==> config.mk <==
export PLATFORM = sky130hd
export DESIGN_NAME = ret_stack_ctrl_flat
export DESIGN_NICKNAME = d
export VERILOG_FILES = /design/src/rtl/ret_stack_ctrl_if.sv /design/src/rtl/ret_stack_ctrl.sv /design/src/flat_wrapper.sv
export SDC_FILE = /design/constraint.sdc
export NUM_CORES = 1
export LEC_CHECK = 0
export CAP_MARGIN = 5
export CORE_MARGIN = 1
export CORE_UTILIZATION = 45
export CTS_BUF_LIST = sky130_fd_sc_hd__clkbuf_4 sky130_fd_sc_hd__clkbuf_8 sky130_fd_sc_hd__clkbuf_16
export DETAILED_ROUTE_END_ITERATION = 8
export PLACE_DENSITY_LB_ADDON = 0.05
export SETUP_SLACK_MARGIN = 0.4
export SLEW_MARGIN = 5
export SYNTH_ARGS = -nofsm -noshare
export SYNTH_HDL_FRONTEND = slang
export SYNTH_SLANG_ARGS = --single-unit
export TNS_END_PERCENT = 10
==> constraint.sdc <==
create_clock -name clk -period 3.51 [get_ports clk]
set_clock_uncertainty 0.2 [all_clocks]
set_input_delay 0.702 -clock clk [delete_from_list [all_inputs] [get_ports clk]]
set_output_delay 0.702 -clock clk [all_outputs]
set_load 0.01 [all_outputs]
==> src/rtl/ret_stack_ctrl_if.sv <==
// rtl/ret_stack_ctrl_if.sv - fetch-buffer instruction handshake into ret_stack_ctrl
interface ret_stack_ctrl_if;
    logic        IN_instValid;
    logic        OUT_instReady;
    logic [31:0] IN_instr;
    logic [30:0] IN_pc;

    modport master (
        output IN_instValid,
        output IN_instr,
        output IN_pc,
        input  OUT_instReady
    );

    modport slave (
        input  IN_instValid,
        input  IN_instr,
        input  IN_pc,
        output OUT_instReady
    );
endinterface

==> src/rtl/ret_stack_ctrl.sv <==
// rtl/ret_stack_ctrl.sv - decode-side call/return classifier driving the return address stack
// Optional compressed-instruction decode is enabled by defining RVC_EN.
module ret_stack_ctrl #(
    parameter int NUM_ENTRIES = 8
) (
    input  logic               clk,
    input  logic               rst,
    ret_stack_ctrl_if.slave    fetch,
    input  logic               IN_flush,
    output logic               OUT_push,
    output logic [30:0]        OUT_pushData,
    output logic               OUT_pop,
    input  logic               IN_stackValid,
    input  logic [30:0]        IN_stackData,
    output logic               OUT_retValid,
    output logic               OUT_retHit,
    output logic [30:0]        OUT_retTarget
);

    typedef enum logic [1:0] {OP_NONE, OP_PUSH, OP_POP, OP_SWAP} op_e;
    typedef enum logic [0:0] {S_IDLE, S_SWAP2} state_e;

    localparam logic [6:0] OPC_JAL  = 7'b1101111;
    localparam logic [6:0] OPC_JALR = 7'b1100111;

    // The stack depth is owned by the stack itself; nothing here depends on it.
    if (NUM_ENTRIES < 1) begin : g_bad_depth
    end

    state_e      r_state;
    logic        r_stPop;
    logic [30:0] r_stLink;
    logic        r_push;
    logic [30:0] r_pushData;
    logic        r_retValid;
    logic        r_retHit;
    logic [30:0] r_retTarget;

    op_e         w_op;
    logic [30:0] w_link;
    logic        w_ready;
    logic        w_accept;
    logic [4:0]  w_rd;
    logic [4:0]  w_rs1;
    logic        w_unused_instr;

    function automatic logic is_link(input logic [4:0] r);
        return (r == 5'd1) || (r == 5'd5);
    endfunction

    assign w_rd           = fetch.IN_instr[11:7];
    assign w_rs1          = fetch.IN_instr[19:15];
    assign w_unused_instr = ^fetch.IN_instr[31:20];

    always_comb begin
        w_op   = OP_NONE;
        w_link = fetch.IN_pc + 31'd2;
        if (fetch.IN_instr[1:0] == 2'b11) begin
            if (fetch.IN_instr[6:0] == OPC_JAL && is_link(w_rd)) begin
                w_op = OP_PUSH;
            end else if (fetch.IN_instr[6:0] == OPC_JALR && fetch.IN_instr[14:12] == 3'b000) begin
                if (is_link(w_rd) && !is_link(w_rs1))
                    w_op = OP_PUSH;
                else if (!is_link(w_rd) && is_link(w_rs1))
                    w_op = OP_POP;
                else if (is_link(w_rd) && is_link(w_rs1))
                    w_op = (w_rd == w_rs1) ? OP_PUSH : OP_SWAP;
            end
        end
`ifdef RVC_EN
        else begin
            // Compressed forms: rs1 sits in [11:7], rs2 in [6:2]; c.jalr always links x1.
            w_link = fetch.IN_pc + 31'd1;
            if (fetch.IN_instr[15:13] == 3'b001 && fetch.IN_instr[1:0] == 2'b01) begin
                w_op = OP_PUSH;
            end else if (fetch.IN_instr[1:0] == 2'b10 && fetch.IN_instr[6:2] == 5'd0
                         && w_rd != 5'd0) begin
                if (fetch.IN_instr[15:12] == 4'b1001)
                    w_op = (w_rd == 5'd5) ? OP_SWAP : OP_PUSH;
                else if (fetch.IN_instr[15:12] == 4'b1000 && is_link(w_rd))
                    w_op = OP_POP;
            end
        end
`endif
    end

    assign w_ready             = (r_state == S_IDLE) && !rst && !IN_flush;
    assign w_accept            = fetch.IN_instValid && w_ready;
    assign fetch.OUT_instReady = w_ready;

    // A pending pop is only issued when the stack actually has an entry.
    assign OUT_pop       = r_stPop && IN_stackValid;
    assign OUT_push      = r_push;
    assign OUT_pushData  = r_pushData;
    assign OUT_retValid  = r_retValid;
    assign OUT_retHit    = r_retHit;
    assign OUT_retTarget = r_retTarget;

    always_ff @(posedge clk) begin
        if (rst) begin
            r_state     <= S_IDLE;
            r_stPop     <= 1'b0;
            r_stLink    <= '0;
            r_push      <= 1'b0;
            r_pushData  <= '0;
            r_retValid  <= 1'b0;
            r_retHit    <= 1'b0;
            r_retTarget <= '0;
        end else begin
            r_push      <= 1'b0;
            r_pushData  <= '0;
            r_stPop     <= 1'b0;
            r_retValid  <= 1'b0;
            r_retHit    <= 1'b0;
            r_retTarget <= '0;
            if (IN_flush) begin
                r_state <= S_IDLE;
            end else begin
                if (r_stPop) begin
                    r_retValid  <= 1'b1;
                    r_retHit    <= IN_stackValid;
                    r_retTarget <= IN_stackValid ? IN_stackData : '0;
                end
                case (r_state)
                    S_IDLE: begin
                        if (w_accept) begin
                            case (w_op)
                                OP_PUSH: begin
                                    r_push     <= 1'b1;
                                    r_pushData <= w_link;
                                end
                                OP_POP: r_stPop <= 1'b1;
                                OP_SWAP: begin
                                    r_stPop  <= 1'b1;
                                    r_stLink <= w_link;
                                    r_state  <= S_SWAP2;
                                end
                                default: ;
                            endcase
                        end
                    end
                    S_SWAP2: begin
                        r_push     <= 1'b1;
                        r_pushData <= r_stLink;
                        r_state    <= S_IDLE;
                    end
                    default: r_state <= S_IDLE;
                endcase
            end
        end
    end

endmodule
==> src/flat_wrapper.sv <==
// flat-port wrapper written by rule: the top's interface ports become plain ports
module ret_stack_ctrl_flat 
#(
    parameter int NUM_ENTRIES = 8
)
  (clk, rst, IN_flush, OUT_push, OUT_pushData, OUT_pop, IN_stackValid, IN_stackData, OUT_retValid, OUT_retHit, OUT_retTarget, fetch_IN_instValid, fetch_IN_instr, fetch_IN_pc, fetch_OUT_instReady);
  ret_stack_ctrl_if fetch_i ();
  input  logic clk;
  input  logic rst;
  input  logic IN_flush;
  output logic OUT_push;
  output logic [30:0] OUT_pushData;
  output logic OUT_pop;
  input  logic IN_stackValid;
  input  logic [30:0] IN_stackData;
  output logic OUT_retValid;
  output logic OUT_retHit;
  output logic [30:0] OUT_retTarget;
  input wire logic [$bits(fetch_i.IN_instValid)-1:0] fetch_IN_instValid;
  input wire logic [$bits(fetch_i.IN_instr)-1:0] fetch_IN_instr;
  input wire logic [$bits(fetch_i.IN_pc)-1:0] fetch_IN_pc;
  output wire logic [$bits(fetch_i.OUT_instReady)-1:0] fetch_OUT_instReady;
  assign fetch_i.IN_instValid = fetch_IN_instValid;
  assign fetch_i.IN_instr = fetch_IN_instr;
  assign fetch_i.IN_pc = fetch_IN_pc;
  assign fetch_OUT_instReady = fetch_i.OUT_instReady;
  ret_stack_ctrl #(.NUM_ENTRIES(NUM_ENTRIES)) u_core (.clk(clk), .rst(rst), .fetch(fetch_i), .IN_flush(IN_flush), .OUT_push(OUT_push), .OUT_pushData(OUT_pushData), .OUT_pop(OUT_pop), .IN_stackValid(IN_stackValid), .IN_stackData(IN_stackData), .OUT_retValid(OUT_retValid), .OUT_retHit(OUT_retHit), .OUT_retTarget(OUT_retTarget));
endmodule
==> metrics.yaml <==
drive_above_1_share_pct: 11.8
synthAdderAreaFrac_pct: 0.314
via_per_inst: 5.39
ir_drop_v: 0.000270
cp_top_family: "buffers and inverters"
ys.warnings.count: 0
synth_cells: 411
cp_num_buf_inv: 2
cts_num_sinks: 98
ys_dominant_reg_cell: "dfxtp_1"
worst_ep_required_time_ns: 2.61
antenna_found_initial: 0
cts_made_buffers: 9
dp_hpwl_mm: 7.16
grt_use_total_pct: 22.6
cts.path.max_buffers: 2
drtIter0Drc: 126
min_period_ns: 2.91
crit_path_cell_trace: "clkdlybuf4s50_1, nor3_4, clkdlybuf4s50_1"
status: "finished clean"
max_cap_violations: 0
finalSetupTns_ns: 0
rsz0062_at_grt: "no"
maxSlewHeadroom_pct: 52.7
vias: 3585
drtAntennaViolNets: 0
avgSynthCellArea_um2: 9.70
synth_seq_cells: 98
max_clock_freq_ghz: 0.344
arrival_ns: 2.01
endpoint: "fetch_OUT_instReady"
synth_compound_area_share_pct: 16.8
r2r_start: "u_core.r_state"
grt_overflow: 0
grt_start_max_net_pins: 34
h-tree-depth: 3
r2r_end: "u_core.OUT_pushData[23]"
crit_top_cell: "clkdlybuf4s50_1"
cts_resized: 0
cts_tree: "yes"
syn2layout_area_growth_pct: 45.7
setup_viol: 0
clock_latency_ns: 0.35
min_path_cells: 2
synth_top_family_by_area: "simple AND/OR/NAND/NOR gates"
routed_wl_mm: 10.0
power.density_nw_per_um2: 362
synth_mux_area_share_pct: 0
yosys.area_share.simple_pct: 23.4
fin_crit_sh_pct: 82.9
die_h_um: 96.1
power_mw: 2.10
synthXorXnorAreaFrac_pct: 6.37
cp-startpoint: "rst"
grt_pass1_vias: 3391
final_max_slew_viol_count: 0
initial_utilization_pct: 47.6
cp-start-kind: "input pin"
fin_nets: 655
clock-root-buffer: "clkbuf_8"
io_pins: 166
crit_path_max_fanout: 3
ctsHoldBuffers: 0
antenna_cells: 0
synth_edf_count: 0
slowest_stage: "clkdlybuf4s50_1"
cp_num_cells: 3
reg2regPathDepth: 5
dieArea_um2: 9240
syn_nets: 511
max_stage_delay_ns: 0.59
syn_area_um2: 3990
worst_pin_slew_ns: 0.709
core_area_um2: 8380
async_reset_ff_share_pct: 0
port_buffers: 153
rrSetupSlack_ns: 1.40
hold_viol: 0
drc_errors: 0
first_pass_iters: 4
gp_congestion: 0.835
ys_types: 39
holdCritPathClass: "register to register"
critPathKind: "input pin to output pin"
cts_setup_buffers: 0
leakagePower_nw: 2.08
synth_seq_area_share_pct: 49.2
grt_first_pass_wirelength_mm: 16.1
die_x_um: 96.1
wl_per_cell_um: 15.1
clkTransAtPathRegs_ns: 0.10
placementRows: 33
end_kind: "output pin"
==> power by group <==
part	total (mW)	internal (mW)	switching, mW
Combinational	0.183	0.106	0.0772
Clock	0.807	0.408	0.399
Sequential	1.11	1.11	0.00000339
Total	2.10	1.62	0.477
==> worst register-to-register path, cell delays in order (launching register included) <==
cell,delay (ns)
dfxtp_1,0.34
nor3_4,0.21
nand3_2,0.17
or3_1,0.61
nand2b_4,0.33
o21ai_1,0.18
==> flip-flops by register name (all words and copies together), names as in the netlist <==
name                  count
u_core.OUT_pushData      31
u_core.OUT_retTarget     31
u_core.r_stLink          31
u_core.OUT_push           1
u_core.OUT_retHit         1
u_core.OUT_retValid       1
u_core.r_stPop            1
u_core.r_state            1
==> cell usage in the layout (no fill, tap or decap), types with 11 or more instances in the layout <==
cell               n
nor2_1            17
nand3_1           29
nand4_1           11
xor2_1            22
o21ai_0           20
dfxtp_1           98
nand2_1           24
a21oi_1           31
clkdlybuf4s50_1  153
and3_1            34
==> synthesized netlist by cell type, types with 3 or more instances <==
cell,count,area share [%]
a21oi_1,31,3.9
o21ai_0,20,2.5
nor4_1,6,0.94
buf_6,3,0.85
and3_1,34,5.3
nand2_1,24,2.3
and2_1,5,0.78
xnor2_1,7,1.5
buf_2,8,1.0
nor2_1,17,1.6
o21ai_1,10,1.3
dfxtp_1,98,49
clkbuf_1,18,1.7
xor2_1,22,4.8
a211oi_2,9,2.8
nor3_1,4,0.50
nand4_1,11,1.7
a22oi_1,9,1.7
a211oi_1,5,0.94
nor2_2,9,1.4
nand3_1,29,3.6
a22oi_2,9,2.8
==> logic make-up after synthesis <==
logic type                 count (synthesis)
and+or+nand+nor                          156
DFF                                       98
buffers and inverters                     32
adders and majority gates                  1
xor gates and xnor gates                  29
AOI/OAI and AO/OA                         95
==> routing by layer <==
metal  up-vias  routed length [µm]  global-route usage [%]
met5         -                   0                       0
met4         0                 181                    9.58
met3        14                 772                    3.55
met2       145                4670                    36.9
met1      1668                4420                    29.6
li1       1758                   -                       -
==> layout make-up <==
cell class	instances	area, µm²
clock buffer	9	124
clock inverter	7	98.8
fill	675	2570
inverter	2	7.51
multi-input combinational	281	1880
sequential	98	1960
tap	105	131
timing repair buffer	163	1610
==> per-stage QoR <==
stage | setup WS, ns | cells | hold WS, ns | area [µm²] | util, %
after CTS | 0.598 | 665 | 0.250 | 5810 | 69.3
after global placement | 0.433 | 649 | 0.228 | 5590 | 66.7
after detailed placement | 0.395 | 649 | 0.239 | 5590 | 66.7
final | 0.601 | 665 | 0.248 | 5810 | 69.3
after global routing | 0.562 | 665 | 0.270 | 5810 | 69.3
after floorplan | 1.09 | 411 | 0.221 | 3990 | -
==> how the worst min path moves through the flow <==
stage,end,start,slack (ns)
floorplan,u_core.OUT_retValid,u_core.r_stPop,0.22
global placement,u_core.OUT_retValid,u_core.r_stPop,0.23
detailed placement,u_core.OUT_retValid,u_core.r_stPop,0.24
CTS,u_core.OUT_pushData[20],u_core.r_stLink[20],0.25
global route,u_core.OUT_pushData[20],u_core.r_stLink[20],0.27
finish,u_core.OUT_pushData[20],u_core.r_stLink[20],0.25
(Power assumes the default switching activity.)
